==> config.mk <==
export PLATFORM = sky130hd
export DESIGN_NAME = lut_srl_cfg
export DESIGN_NICKNAME = d
export VERILOG_FILES = /design/src/rtl/lut_srl_cfg_pkg.sv /design/src/rtl/lut_srl_cfg_ctrl.sv /design/src/rtl/lut_srl_cfg.sv
export SDC_FILE = /design/constraint.sdc
export NUM_CORES = 1
export LEC_CHECK = 0
export ABC_AREA = 1
export CAP_MARGIN = 20
export CORE_MARGIN = 2
export CORE_UTILIZATION = 30
export DETAILED_ROUTE_END_ITERATION = 8
export SLEW_MARGIN = 25
export SYNTH_ARGS = -nofsm -noshare
export SYNTH_HDL_FRONTEND = slang
export SYNTH_SLANG_ARGS = --single-unit
==> constraint.sdc <==
create_clock -name CLK -period 1.3 [get_ports CLK]
set_clock_uncertainty 0.15 [all_clocks]
set_input_delay 0.13 -clock CLK [delete_from_list [all_inputs] [get_ports CLK]]
set_output_delay 0.13 -clock CLK [all_outputs]
set_load 0.03 [all_outputs]
==> src/rtl/lut_srl_cfg_pkg.sv <==
// Shared types and constants for the configurable LUT / SRL cell.
// The controller and the datapath both import this package.
package lut_srl_cfg_pkg;

  typedef enum logic [1:0] {
    ST_RUN  = 2'd0,
    ST_LOAD = 2'd1,
    ST_DONE = 2'd2
  } state_t;

  localparam int   K_DEF    = 4;
  localparam logic MODE_LUT = 1'b0;
  localparam logic MODE_SRL = 1'b1;

  function automatic int lut_depth(input int k);
    return 1 << k;
  endfunction

endpackage

==> src/rtl/lut_srl_cfg_ctrl.sv <==
// Reload FSM and bit counter. Chooses the single shift source for the storage
// (SRL data or serial config bit) and produces the config handshake outputs.
module lut_srl_cfg_ctrl
  import lut_srl_cfg_pkg::*;
#(
  parameter int K = K_DEF
) (
  input  logic CLK,
  input  logic RST_N,
  input  logic mode,
  input  logic ce,
  input  logic di,
  input  logic cfg_start,
  input  logic cfg_valid,
  input  logic cfg_din,
  output logic shift_en,
  output logic shift_din,
  output logic cfg_ready,
  output logic cfg_done,
  output logic load_active
);

  localparam int             N        = lut_depth(K);
  localparam logic [K-1:0]   CNT_LAST = K'(N - 1);
  localparam logic [K-1:0]   CNT_ONE  = K'(1);

  state_t       state_reg, state_next;
  logic [K-1:0] cnt_reg, cnt_next;

  always_ff @(posedge CLK or negedge RST_N) begin
    if (!RST_N) begin
      state_reg <= ST_RUN;
      cnt_reg   <= '0;
    end else begin
      state_reg <= state_next;
      cnt_reg   <= cnt_next;
    end
  end

  always_comb begin
    state_next  = state_reg;
    cnt_next    = cnt_reg;
    shift_en    = 1'b0;
    shift_din   = di;
    cfg_ready   = 1'b0;
    cfg_done    = 1'b0;
    load_active = 1'b0;
    case (state_reg)
      ST_RUN: begin
        shift_en = (mode == MODE_SRL) && ce;
        if (cfg_start) begin
          state_next = ST_LOAD;
          cnt_next   = '0;
        end
      end
      ST_LOAD: begin
        cfg_ready   = 1'b1;
        load_active = 1'b1;
        if (cfg_valid) begin
          shift_en  = 1'b1;
          shift_din = cfg_din;
          // Counter wraps back to zero exactly when the last bit lands.
          cnt_next  = cnt_reg + CNT_ONE;
          if (cnt_reg == CNT_LAST) state_next = ST_DONE;
        end
      end
      ST_DONE: begin
        cfg_done   = 1'b1;
        state_next = ST_RUN;
      end
      default: state_next = ST_RUN;
    endcase
  end

endmodule

==> src/rtl/lut_srl_cfg.sv <==
// K-input LUT whose contents double as a 2^K-deep shift register and can be
// reloaded serially. O and CASC are combinational from storage.
module lut_srl_cfg
  import lut_srl_cfg_pkg::*;
#(
  parameter int               K    = K_DEF,
  parameter logic [(1<<K)-1:0] INIT = '0
) (
  input  logic         CLK,
  input  logic         RST_N,
  input  logic [K-1:0] A,
  output logic         O,
  input  logic         MODE,
  input  logic         CE,
  input  logic         DI,
  output logic         CASC,
  input  logic         CFG_START,
  input  logic         CFG_VALID,
  input  logic         CFG_DIN,
  output logic         CFG_READY,
  output logic         CFG_DONE
);

  localparam int N = lut_depth(K);

  logic         shift_en;
  logic         shift_din;
  logic         load_active;
  logic [N-1:0] mem_reg;
  logic [N-1:0] mem_next;

  lut_srl_cfg_ctrl #(.K(K)) u_ctrl (
    .CLK        (CLK),
    .RST_N      (RST_N),
    .mode       (MODE),
    .ce         (CE),
    .di         (DI),
    .cfg_start  (CFG_START),
    .cfg_valid  (CFG_VALID),
    .cfg_din    (CFG_DIN),
    .shift_en   (shift_en),
    .shift_din  (shift_din),
    .cfg_ready  (CFG_READY),
    .cfg_done   (CFG_DONE),
    .load_active(load_active)
  );

  // New bit enters at mem[0]; after a full load the first bit sits at mem[N-1].
  assign mem_next[0] = shift_din;
  generate
    for (genvar gi = 1; gi < N; gi++) begin : g_shift
      assign mem_next[gi] = mem_reg[gi-1];
    end
  endgenerate

  always_ff @(posedge CLK or negedge RST_N) begin
    if (!RST_N) begin
      mem_reg <= INIT;
    end else if (shift_en) begin
      mem_reg <= mem_next;
    end
  end

  assign O    = load_active ? 1'b0 : mem_reg[A];
  assign CASC = mem_reg[N-1];

endmodule

==> impl_results.md, run 1 <==
- Sequential share of the synthesized area: 45.7%
- Clock tree buffer depth: 2
- Number of synthesized flops with an enable pin: 0
- # setup viols final: 22
- Vias: 1111
- Max-cap viol count: 0
- Die area: 4530 µm²
- Synth Net Count: 158
- Status: complete, but fails checks
- Clock group share of total power: 14.2%
- Total wire length: 2.84 mm
- WP data required: 1.02 ns
- Final nets: 214
- Reg power frac: 32.8%
- Mapped Area: 1200 µm²
- Area Overhead vs Synth: 61.7%
- Final Hold Viols: 0
- Top cells by count, synth: nand2_1, inv_1, dfrtp_1, o21ai_2, nand3_1
- Tot GR Track Use: 14.6%
- Max reg flops: 16
- Peak VDD IR: 0.707 mV
- Post-synthesis mux area share: 0%
- Layout cells sized above 1: 51.5%
- Avg WL per Cell: 11.3 µm
- Post-Synth XOR/XNOR Area: 0%
- Syn Inst Count: 145
- Vias/cell: 4.44
- Top-count cell post-synth: nand2_1
- Finished Cell Area: 1950 µm²
- Internal power: 2230 µW
- Root Buffer: clkbuf_8
- Yosys top cell by area: dfrtp_1
- Synth Area in Adders: 1.04%
- Hold WS: 0.0542 ns
- H-tree depth: 1
- DRT iter0 DRCs: 32
- Crit Path Max Fanout: 2
- Routed Antenna Nets: 0
- Async S/R FF share, synth: 100%
- Total clock sinks: 22
- Avg Synthesized Cell Area: 8.30 µm²
- Cts hold-fix bufs: 0
- # IOs: 16
- Slack of the critical path: -0.300 ns
- Pwr dens: 1820 nW/µm²
- Routability cong.: 0.753
- N_diodes: 0
- R2r endpoint: mem_reg[15]$_DFFE_PN0P_
- Crit path launch type: flop
- Drt pass-1 iters: 3
- Slew HR: 82.3%
- Yosys warns: 0
- Initial Utilization: 30.5%
- Post-synthesis cell type count: 21
- I/O Buffers: 15
- Failing checks: negative setup slack
- Setup slack, reg-to-reg: -0.16 ns
- Hold Path Class: input pin to async pin
- # DRC: 0
- Critical Path End Type: primary output
- Die height: 67.3 µm
- Synth Flop Type: dfrtp_1
- Max Freq: 0.625 GHz
- Std-Cell Rows: 23
- RSZ-0062 raised after global routing: yes
- Final period util: 123%
- Placement Setup Slack: -0.418 ns
- Worst r2r path cells: 9
- Worst-skew pair later-pin latency: 0.26 ns
- Max-slew violation count: 0
- Crit path time final: 1.60 ns
- Worst-margin pin slew: 0.265 ns
- Compound-gate portion of the synthesized area: 13.4%
- Count of state elements after synthesis: 22
- Largest family of logic cells by synthesized area: simple AND/OR/NAND/NOR gates
- Simple-gate share of the synthesized area: 26.9%
- Yosys top cell area share: 45.7%
- Number of global-route vias before repair: 1118
- Synth top area cells: dfrtp_1, nand2_1, o21ai_2
- Combinational fraction of design power: 53.0%
- Critical path type: flop to primary output
- Start point of the critical path: mem_reg[6]$_DFFE_PN0P_
- Reg2reg start: u_ctrl.state_reg[0]$_DFFE_PN0P_
- Post-Place Cell Area: 1590 µm²
- CP arrival: 1.32 ns
- Net Sw Frac: 37.0%
- Leakage dissipation: 0.000929 µW
- Final Core Density: 49.4%
- Sw power: 1310 µW
- Largest net degree at the start of global routing: 23
- Clock-pin transition on the worst setup and hold timing paths: 0.08 ns
- Setup_tns: -2.81 ns
- Area of the core: 3940 µm²
- Post-DP HPWL: 1.76 mm
- Grt ovf: 0
- TritonCTS clock tree: built
- Die W: 67.3 µm
- CTS Buf Count: 3
- Initial antenna violation count: 0
- First-pass GRT wire length: 4.94 mm
## cell families (layout without fill, tap and decap cells)
| logic type | count (synthesis) | after routing |
|---|---|---|
| and+or+nand+nor | 70 | 70 |
| buffers and inverters | 32 | 87 |
| DFF | 22 | 22 |
| AOI/OAI and AO/OA | 20 | 20 |
| adders and majority gates | 1 | 1 |
## power groups by stage
stage	registers (µW)	clock network, µW	logic (µW)
after floorplan	1140	0	827
after global placement	1130	0	1400
after detailed placement	1140	0	1420
after CTS	1140	519	1790
after global routing	1200	547	2070
final	1160	501	1880
## what timing repair did
action | in CTS | in global routing
pin swaps | 10 | 12
buffers inserted | 12 | 7
gates resized for setup | 29 | 31
setup endpoints to repair | 20 | 25
cloned | 2 | 0
## how the worst max path moves through the flow
stage,endpoint,slack [ns]
floorplan,mem_reg[15]$_DFFE_PN0P_,-0.08
global placement,O,-0.41
detailed placement,O,-0.42
CTS,O,-0.27
global route,O,-0.37
finish,O,-0.30
## through the flow
step / std cells / total power [µW]
after global placement: 230 / 2530
after CTS: 248 / 3450
after detailed placement: 230 / 2560
after global routing: 250 / 3810
after floorplan: 145 / 1960
final: 250 / 3540
## cell usage in the layout (no fill, tap or decap)
master and count:
a31oi_1 1, o21ai_1 1, a21oi_4 1, nand2_8 2, nand3_4 1, dfrtp_2 2, buf_12 5, dfrtp_1 20
o21ai_2 16, nor3_2 3, nand3_2 4, clkbuf_2 1, nor2_2 3, buf_8 1, inv_2 9, inv_1 19
a22o_1 1, ha_1 1, nand2_4 1, buf_4 26, dlygate4sd2_1 2, clkbuf_8 4, nand4_1 1, nand2_2 9
nand3_1 10, clkdlybuf4s50_1 9, buf_6 11, nand2_1 29, nor2_4 4, nor2_1 3
## area by class of cell
type                            instances  area (µm²)
Timing Repair Buffer                   55         547
Sequential cell                        22         553
Clock buffer                            4        55.1
Tap cell                               50        62.6
Inverter                               28         105
Multi-Input combinational cell         91         624
Fill cell                             367        2000
## layer usage
layer  routed length, µm  track usage, %  vias to the layer above
met5                   0               0                        -
met4                  53            5.36                        0
met3                 100            2.50                        7
met2                1370            23.9                       20
met1                1310            19.3                      524
li1                    -               -                      560
## worst max-delay path, stage by stage (launching register included)
cell and delay [ns]:
dfrtp_1 0.36, inv_1 0.06, nand2_1 0.06, nand3_1 0.06, nand3_1 0.11, nand3_2 0.10
a21oi_4 0.16, buf_6 0.14
Power figures use the tool's default switching activity.
==> run 2, diff against run 1 <==
--- a/config.mk
+++ b/config.mk
@@ -7,10 +7,10 @@
 export LEC_CHECK = 0
 export ABC_AREA = 1
 export CAP_MARGIN = 20
-export CORE_MARGIN = 2
+export CORE_MARGIN = 1.5
 export CORE_UTILIZATION = 30
 export DETAILED_ROUTE_END_ITERATION = 8
-export SLEW_MARGIN = 25
 export SYNTH_ARGS = -nofsm -noshare
 export SYNTH_HDL_FRONTEND = slang
 export SYNTH_SLANG_ARGS = --single-unit
+export TNS_END_PERCENT = 1
==> impl_results.md, run 2 (synthesis results as in run 1) <==
- Slew HR: 80.9%
- Placement Setup Slack: -0.458 ns
- R2r endpoint: mem_reg[0]$_DFFE_PN0P_
- Max Freq: 0.639 GHz
- I/O Buffers: 15
- Final-layout fill cell count: 380
- Setup slack, reg-to-reg: -0.09 ns
- Total clock sinks: 22
- GR peak layer: met2
- Hold Path Class: input pin to async pin
- CP arrival: 1.29 ns
- Final period util: 120%
- Crit-path max cell delay: 0.37 ns
- # setup viols final: 18
- Clock tree buffer depth: 2
- Final Hold Viols: 0
- Met2 Track Usage GR: 19.5%
- Max-cap viol count: 0
- Met1 global-route usage: 17.4%
- Std-Cell Rows: 22
- Root Buffer: clkbuf_8
- Failing checks: negative setup slack
- DP Cell Count: 225
- Post-DP HPWL: 1.80 mm
- Hold WS: 0.0659 ns
- Net Sw Frac: 37.5%
- Die area: 4400 µm²
- CTS Buf Count: 3
- Die height: 66.3 µm
- Crit Path Max Fanout: 2
- Worst-margin pin slew: 0.286 ns
- Crit path launch type: flop
- Start point of the critical path: mem_reg[9]$_DFFE_PN0P_
- First-pass GRT wire length: 4.20 mm
- Cts hold-fix bufs: 0
- Die W: 66.3 µm
- Number of global-route vias before repair: 936
- Initial Utilization: 32.2%
- Worst r2r path cells: 6
- Max reg flops: 16
- GRT met3 Usage: 3.24%
- Layout cells sized above 1: 42.0%
- Clock group share of total power: 14.3%
- Combinational fraction of design power: 48.5%
- Final nets: 202
- # IOs: 16
- Worst-skew pair later-pin latency: 0.26 ns
- Leakage dissipation: 0.000823 µW
- Reg2reg start: u_ctrl.state_reg[1]$_DFFE_PN0P_
- Routed Antenna Nets: 0
- Reg power frac: 37.2%
- Pwr dens: 1840 nW/µm²
- Worst path cell trace: inv_2 > nand2_2 > nand3_2 > nand3_2 > nand3_2 > a21oi_4 > buf_6
- Critical Path End Type: primary output
- # DRC: 0
- Commonest non-fill, non-tap cells in the layout: nand2_1, buf_4, dfrtp_1
- Most common cell after layout, fill and taps aside: nand2_1
- Sw power: 1160 µW
- Crit path time final: 1.57 ns
- Area Overhead vs Synth: 39.6%
- N_diodes: 0
- Tot GR Track Use: 12.4%
- Drt pass-1 iters: 4
- TritonCTS clock tree: built
- Peak VDD IR: 0.880 mV
- Fin cells: 236
- H-tree depth: 1
- Internal power: 1930 µW
- Most used cell, CP: nand3_2
- Setup_tns: -1.35 ns
- Status: complete, but fails checks
- Initial antenna violation count: 0
- Crit path to: O
- RSZ-0062 raised after global routing: yes
- Vias/cell: 4.42
- Total wire length: 2.49 mm
- Max-slew violation count: 0
- Avg WL per Cell: 10.6 µm
- Clock-pin transition on the worst setup and hold timing paths: 0.08 ns
- Routability cong.: 0.878
- Vias: 1044
- Slack of the critical path: -0.265 ns
- Grt ovf: 0
- Area of the core: 3740 µm²
- Slowest-stage cell, CP: dfrtp_1
- Critical path type: flop to primary output
- Largest net degree at the start of global routing: 33
- WP data required: 1.02 ns
- DRT iter0 DRCs: 30
-- run 2: cell count changes in the layout (fill, tap and decap cells not counted), sizes merged --
cell and delta:
buf -11, clkbuf -1
-- run 2: worst min path at each step --
stage | from | end | slack (ns)
3_3_place_gp | mem_reg[8]$_DFFE_PN0P_ | mem_reg[9]$_DFFE_PN0P_ | 0.31
2_1_floorplan | RST_N | mem_reg[0]$_DFFE_PN0P_ | -0.32
5_1_grt | RST_N | mem_reg[6]$_DFFE_PN0P_ | 0.09
4_1_cts | RST_N | mem_reg[6]$_DFFE_PN0P_ | 0.07
6_report | RST_N | mem_reg[6]$_DFFE_PN0P_ | 0.07
3_5_place_dp | mem_reg[5]$_DFFE_PN0P_ | mem_reg[6]$_DFFE_PN0P_ | 0.31
-- run 2: power by group through the flow --
stage | logic (µW) | clock network, µW | registers [µW]
floorplan | 821 | 0 | 1130
global placement | 1310 | 0 | 1130
finish | 1500 | 441 | 1150
global route | 1650 | 494 | 1190
CTS | 1380 | 460 | 1130
detailed placement | 1340 | 0 | 1140
-- run 2: critical path, delay by kind of cell, from the launching register on --
kind	cells	cell delay [ns]
flops	1	0.37
simple gates	4	0.30
buf+inv	2	0.19
compound gates	1	0.15
-- run 2: what timing repair did --
action,CTS,global route
setup buffers,1,5
pin swaps,2,8
cloned,1,0
setup endpoints to repair,21,24
resized for setup,8,20
-- run 2: through the flow --
step	utilization, %	power [µW]	cell area, µm²
6_report	44.9	3090	1680
5_1_grt	44.9	3330	1680
4_1_cts	42.8	2970	1600
3_5_place_dp	40.7	2480	1520
3_3_place_gp	40.7	2440	1520
2_1_floorplan	-	1950	1220
-- run 2: per-layer routing --
| metal | part of all wire (%) | routed length [µm] | up-vias |
|---|---|---|---|
| li1 | - | - | 541 |
| met4 | 0.44 | 11 | 0 |
| met2 | 45 | 1120 | 17 |
| met3 | 4.3 | 107 | 2 |
| met1 | 50 | 1250 | 484 |
| met5 | 0 | 0 | - |
-- run 2: layout make-up --
cell class                 count  area, µm²  area share [%]
inverter                      28        105            6.25
sequential                    22        552            32.8
multi-input combinational     91        562            33.4
clock buffer                   4       45.0            2.68
timing repair buffer          43        357            21.2
tap                           48       60.1            3.57
